===== config.mk =====
export PLATFORM = sky130hd
export DESIGN_NAME = seq_mult_16
export DESIGN_NICKNAME = d
export VERILOG_FILES = /design/src/rtl/seq_mult_16.sv
export SDC_FILE = /design/constraint.sdc
export NUM_CORES = 1
export LEC_CHECK = 0
export ABC_AREA = 0
export ABC_CLOCK_PERIOD_IN_PS = 1800
export BUFFER_PORTS_ARGS = -buffer_cell sky130_fd_sc_hd__buf_4
export CAP_MARGIN = 25
export CORE_MARGIN = 2
export CORE_UTILIZATION = 50
export CTS_BUF_LIST = sky130_fd_sc_hd__clkbuf_8
export CTS_CLUSTER_DIAMETER = 50
export CTS_CLUSTER_SIZE = 10
export DETAILED_ROUTE_END_ITERATION = 10
export PLACE_DENSITY = 0.81
export SLEW_MARGIN = 20
export SYNTH_ARGS = -nofsm -noshare
export SYNTH_HDL_FRONTEND = slang
export SYNTH_SLANG_ARGS = --single-unit

===== constraint.sdc =====
create_clock -name clk -period 1.8 [get_ports clk]
set_input_delay 0.36 -clock clk [delete_from_list [all_inputs] [get_ports clk]]
set_output_delay 0.36 -clock clk [all_outputs]
set_load 0.05 [all_outputs]

===== src/rtl/seq_mult_16.sv =====
// seq_mult_16: 16x16 unsigned shift-add multiplier, 32-bit product.
// Borrows the shared external Adder_16 for every partial-product step.
module seq_mult_16 (
    input  logic        clk,
    input  logic        rst_n,
    input  logic        start,
    input  logic [15:0] A_in16,
    input  logic [15:0] B_in16,
    output logic        busy,
    output logic        done,
    output logic [31:0] Product_out32,
    output logic [15:0] Add_A_out16,
    output logic [15:0] Add_B_out16,
    output logic        Add_Carry_out,
    input  logic [15:0] Add_Sum_in16,
    input  logic        Add_Carry_in
);

    typedef enum logic [1:0] {
        IDLE = 2'd0,
        RUN  = 2'd1,
        DONE = 2'd2
    } state_t;

    state_t      state;
    state_t      state_nxt;
    logic [15:0] mcand;
    logic [31:0] p;
    logic [3:0]  cnt;
    logic [31:0] p_step;
    logic        last_step;

    // Adder result re-enters the top half; carry-out becomes the new MSB.
    assign p_step    = {Add_Carry_in, Add_Sum_in16, p[15:1]};
    assign last_step = (cnt == 4'd15);

    // State register
    always_ff @(posedge clk or negedge rst_n) begin
        if (!rst_n) begin
            state <= IDLE;
        end else begin
            state <= state_nxt;
        end
    end

    // Next-state logic
    always_comb begin
        state_nxt = state;
        unique case (state)
            IDLE: begin
                if (start) begin
                    state_nxt = RUN;
                end
            end
            RUN: begin
                if (last_step) begin
                    state_nxt = DONE;
                end
            end
            DONE: begin
                state_nxt = IDLE;
            end
            default: begin
                state_nxt = IDLE;
            end
        endcase
    end

    // Status and adder-drive outputs, decoded from state and registers
    always_comb begin
        busy          = 1'b0;
        done          = 1'b0;
        Add_A_out16   = 16'h0000;
        Add_B_out16   = 16'h0000;
        Add_Carry_out = 1'b0;
        unique case (state)
            IDLE: begin
                busy = 1'b0;
            end
            RUN: begin
                busy        = 1'b1;
                Add_A_out16 = p[31:16];
                Add_B_out16 = p[0] ? mcand : 16'h0000;
            end
            DONE: begin
                busy = 1'b1;
                done = 1'b1;
            end
            default: begin
                busy = 1'b0;
            end
        endcase
    end

    // Operand capture, shift-add steps and step counter
    always_ff @(posedge clk or negedge rst_n) begin
        if (!rst_n) begin
            mcand <= 16'h0000;
            p     <= 32'h0000_0000;
            cnt   <= 4'd0;
        end else begin
            unique case (state)
                IDLE: begin
                    if (start) begin
                        mcand <= A_in16;
                        p     <= {16'h0000, B_in16};
                        cnt   <= 4'd0;
                    end
                end
                RUN: begin
                    p   <= p_step;
                    cnt <= cnt + 4'd1;
                end
                default: begin
                    cnt <= cnt;
                end
            endcase
        end
    end

    // Result register: updated only as the final step completes
    always_ff @(posedge clk or negedge rst_n) begin
        if (!rst_n) begin
            Product_out32 <= 32'h0000_0000;
        end else if (state == RUN && last_step) begin
            Product_out32 <= p_step;
        end
    end

endmodule


=== Yosys cells after proc, flatten, opt, wreduce, memory -nomap -nowiden ===
Index checks and enable logic that the tools add are counted.

* Bits in registers: 86
* Output and inout bits: 67
* Input port bits: 52
* Logic and storage cells: 30

* Mux-type cells: 12
* Add/subtract/negate cells: 1
* Equal/unequal tests: 5
* Reductions and logical operators: 7

{| class="wikitable"
|+ Operators with widths
! operator !! number
|-
| one-hot mux 32 bit (2 select lines) || 1
|-
| 2-to-1 mux 16 bit || 3
|-
| 2-to-1 mux 32 bit || 1
|-
| one-hot mux 4 bit (2 select lines) || 1
|-
| AND reduction 2 bit || 3
|-
| adder 4 x 1 -> 4 bit, second input constant || 1
|-
| == test 4 bit, second input constant || 1
|-
| 2-to-1 mux 2 bit || 2
|-
| 2-to-1 mux 4 bit || 1
|-
| != test 2 bit, second input constant || 2
|-
| one-hot mux 2 bit (2 select lines) || 1
|-
| == test 2 x 1 -> 1 bit, second input constant || 1
|-
| == test 2 bit, second input constant || 1
|-
| logical NOT 2 bit || 1
|-
| 2-to-1 mux 1 bit || 2
|-
| nonzero test 2 bit || 1
|-
| OR reduction 2 bit || 1
|-
| logical AND 1 bit || 1
|}

=== Logic depth before layout (Yosys ltp) ===
* Depth after elaboration: 3
* Mapped depth: 7
* Mapped depth without buffers: 5

=== Worst setup path after synthesis ===
No wires, ideal clock.

* Path type: flip-flop to output port
* Start point: reg state[1]
* End point: out Add_B_out16[14]
* Setup slack: -0.128 ns
* Arrival: 1.568 ns
* Stages on the path, launching flop included: 6
* Data required time: 1.440 ns
* Cell sequence: dfrtp_1 > inv_1 > ha_1 > buf_4 > clkbuf_1 > and3_1

* Word-level cells in the longest chain between the ends: 2

{| class="wikitable"
|+ Ends and longest elaborated chain
! item !! RTL line !! source
|-
| start: declaration || 25 || <nowiki>state_t state;</nowiki>
|-
| start signal: assignment || 42 || <nowiki>state <= state_nxt;</nowiki>
|-
| == test 2 x 1 -> 1 bit || 76 || <nowiki>unique case (state)</nowiki>
|-
| 2-to-1 mux 16 bit || 76 ||
|-
| end: declaration || 13 || <nowiki>output logic [15:0] Add_B_out16,</nowiki>
|}

No other way between the ends.

=== Final worst setup path ===
* Start point: reg state[1]
* End point: out Add_B_out16[2]

Same word-level chain as after synthesis.

==> out/qor.csv <==
metric,value,unit
ports placed on the boundary,119,
worst vdd rail ir drop,884.2,uV
critical path start-end classification,reg2out,
power share of the clock group,0.174,
Die Y-Extent,89.70,um
width of the die,89.70,um
Final setup viols,32,
minimum clock period after layout,1.853,ns
Initial Utilization,0.5118,
Post-DRT Antenna Nets,0,
final setup slack of the worst path,-0.05346,ns
data required time at the worst endpoint,1.44,ns
standard-cell row count,31,
P_sw,3.453,mW
part of the power in combinational logic,0.483,
violations in the final reports,negative setup slack,
biggest area contributors in the synthesized netlist,"dfrtp_1 59%, mux2_2 14%, mux2i_1 4.6%, a22o_1 4.1%, and2_1 2.9%",
worst-path fanout max,8,
Compound-Gate Fraction of Synth Area,0.07189,
end point of the most critical hold path,p[25]$_DFFE_PN0P_,
reg2reg path depth,7,
average footprint of a synthesized cell,13.16,um^2
Internal,5.470,mW
sum of overflow across all layers after global routing,0,
Root Buffer Master,clkbuf_8,
RD Place Congestion,0.7130,
"arithmetic-cell share of the synthesized area counting full adders, half adders and majority gates",0.01363,
Yosys warning count,0,
wire length after detailed routing,8262,um
launch instance of the worst min-delay path,Add_Sum_in16[10],
fin. max-slew vios,0,
register cell area after layout,2152,um^2
class of the tightest hold or removal check,in2reg,
Clock Latency Late Sink,0.34,ns
dominant combinational cell family by area after synthesis,multiplexers,
routed via count,2647,
number of cells produced by synthesis,279,
end of the worst register-to-register path,cnt[0]$_DFFE_PN0P_,
Clock Sink Count,86,
run status,"finished, violations left",
Die Footprint,8046,um^2
number of nets in the layout,464,
number of filler instances in the final layout,483,
Power Total,8.923,mW
number of levels the H-tree was split into,3,
Final Cycle Share,1.030,
routed vias/inst,5.190,
maximum frequency from static timing analysis,0.5395,GHz
fraction of synthesized cell area in xor and xnor cells,0,
share of layout cells above drive strength 1,0.5718,
post-synthesis simple-gate area fraction,0.09744,
count of flip-flops with a built-in enable after synthesis,0,
"Clk pin slew, worst setup/hold paths",0.09,ns
overall global routing resource usage,0.2082,
wire length per cell,16.20,um
quantity of I/O buffers inserted on ports,117,
number of remaining DRC errors,0,
net count after synthesis,335,
buffer depth of the longest clock path,2,
number of iterations in the first detailed-routing pass,4,
share of total power consumed by net switching,0.3870,
leakage power summed over all cells,2.627,nW
Post-Route Skew,0.01080,ns
Power Dens Cells,1673,nW/um^2
post-synth top area share,0.5860,
HPWL after detailed placement,5555,um
initial antenna violation count,0,
setup repair after global routing missed its margin,true,
Worst Setup Slack post-DPL,0.1368,ns
area inside the core boundary,7176,um^2
diode count,0,
dominant register cell in the synthesized netlist,dfrtp_1,
Area Growth Syn to Fin,45.21,%
max-capacitance violation count,0,
TritonCTS clock tree,built,
via count of the first global-routing pass,2836,
count of distinct cell types in the synthesized netlist,28,
Post-Syn Area,3672,um^2
biggest area consumer among synthesized cells,dfrtp_1,
area of combinational cells with multiple inputs,1494,um^2
multiplexer area fraction after synthesis,0.1966,
data arrival time of the critical path,1.49,ns
cell depth of the worst hold path,2,
wire length of the first global-routing pass,13550,um
CTS Buf Count,9,
slack of the worst reg-to-reg path,0.05,ns
share of async-settable or async-resettable flops after synthesis,1.000,
maximum number of pins on one net before global-route repair,36,
relative contribution of sequential cells to total power,0.343,
Startpoint Class,register,
critical register-to-register path startpoint,state[1]$_DFFE_PN0P_,
Final Hold Vio Count,0,
iteration-0 DRC count of the detailed router,57,
Crit. End Element,primary output,
synthesis-stage register bit count,86,
sequential area share after synthesis,0.5860,
## power by group through the flow
stage	registers, mW	clock network [mW]	logic (mW)
CTS	3.04	1.59	4.10
global placement	3.02	0	3.68
global route	3.14	1.67	4.57
detailed placement	3.07	0	3.76
finish	3.06	1.55	4.31
floorplan	3.27	0	2.38
## metrics by stage
| step | std cells | TNS [ns] | instance area, um^2 | util | hold WS [ns] |
|---|---|---|---|---|---|
| after floorplan | 279 | -0.01086 | 3712 | - | 0.06441 |
| after global placement | 487 | 0 | 4763 | 0.6638 | 0.3443 |
| after detailed placement | 487 | 0 | 4763 | 0.6638 | 0.3547 |
| after CTS | 505 | -0.5792 | 5191 | 0.7235 | 0.2338 |
| after global routing | 510 | -2.285 | 5333 | 0.7432 | 0.2236 |
| final | 510 | -0.9461 | 5333 | 0.7432 | 0.2479 |
## how the worst max path moves through the flow
stage                         startpoint  cells past startpoint                 to
floorplan           state[1]$_DFFE_PN0P_                      5    Add_B_out16[14]
global placement    state[0]$_DFFE_PN0P_                      6  p[18]$_DFFE_PN0P_
detailed placement  state[0]$_DFFE_PN0P_                      6  p[16]$_DFFE_PN0P_
CTS                 state[1]$_DFFE_PN0P_                      5    Add_B_out16[14]
global route        state[1]$_DFFE_PN0P_                      5     Add_B_out16[2]
finish              state[1]$_DFFE_PN0P_                      5     Add_B_out16[2]
## registers in the layout (all words and copies together), names as in the netlist
| name | count |
|---|---|
| p | 32 |
| cnt | 4 |
| Product_out32 | 32 |
| mcand | 16 |
| state | 2 |
## area by class of cell
class,instances,share of cell area
Clock inverter,5,0.01877
Sequential cell,86,0.4036
Multi-Input combinational cell,171,0.2801
Tap cell,99,0.02323
Inverter,3,0.002112
Clock buffer,9,0.02323
Timing Repair Buffer,137,0.2489
## cell usage in the layout (no fill, tap or decap), types with 2 or more instances in the layout
cell / instances
mux2_2: 46
nand2_1: 18
o21ai_0: 3
mux2i_1: 16
a22o_1: 17
inv_1: 2
buf_4: 96
and3_4: 6
clkinv_2: 2
o21ai_1: 13
and2_4: 6
buf_12: 5
buf_6: 15
and3_2: 10
clkbuf_8: 9
buf_8: 18
and2_2: 11
ha_1: 3
nand3b_1: 2
dfrtp_1: 86
a21oi_1: 2
nand3_1: 4
mux2_1: 3
bufinv_16: 3
## cell usage after synthesis, types with 6 or more instances
| master | n |
|---|---|
| and3_1 | 16 |
| dfrtp_1 | 86 |
| o21ai_1 | 13 |
| buf_4 | 6 |
| buf_2 | 8 |
| and2_1 | 17 |
| mux2i_1 | 17 |
| a22o_1 | 17 |
| nand2_1 | 18 |
| mux2_2 | 46 |
## per-layer routing
metal	global-route usage	vias to the layer above	wire (um)
li1	-	1235	-
met1	0.2540	1338	3375
met2	0.3693	68	4451
met3	0.04526	6	365
met4	0.06795	0	69
met5	0	-	0
## worst max-delay path: stages, from the launching register on
cell and delay, ns:
dfrtp_1 0.41, inv_2 0.08, ha_4 0.19, clkbuf_16 0.16, and3_2 0.17, buf_6 0.15
## cells by family after synthesis
logic type               Yosys count
flip-flops                        86
multiplexers                      66
AND/OR/NAND/NOR                   62
AO/OA/AOI/OAI                     38
buffers and inverters             22
adder cells (fa/ha/maj)            4
other                              1
## repair_timing
item,4_1_cts,5_1_grt
setup buffers,2,4
hold endpoints to repair,32,0
hold buffers,1,0
resized for setup,39,27
setup endpoints to repair,32,35
gates cloned,1,1
Power figures use the tool's default switching activity.
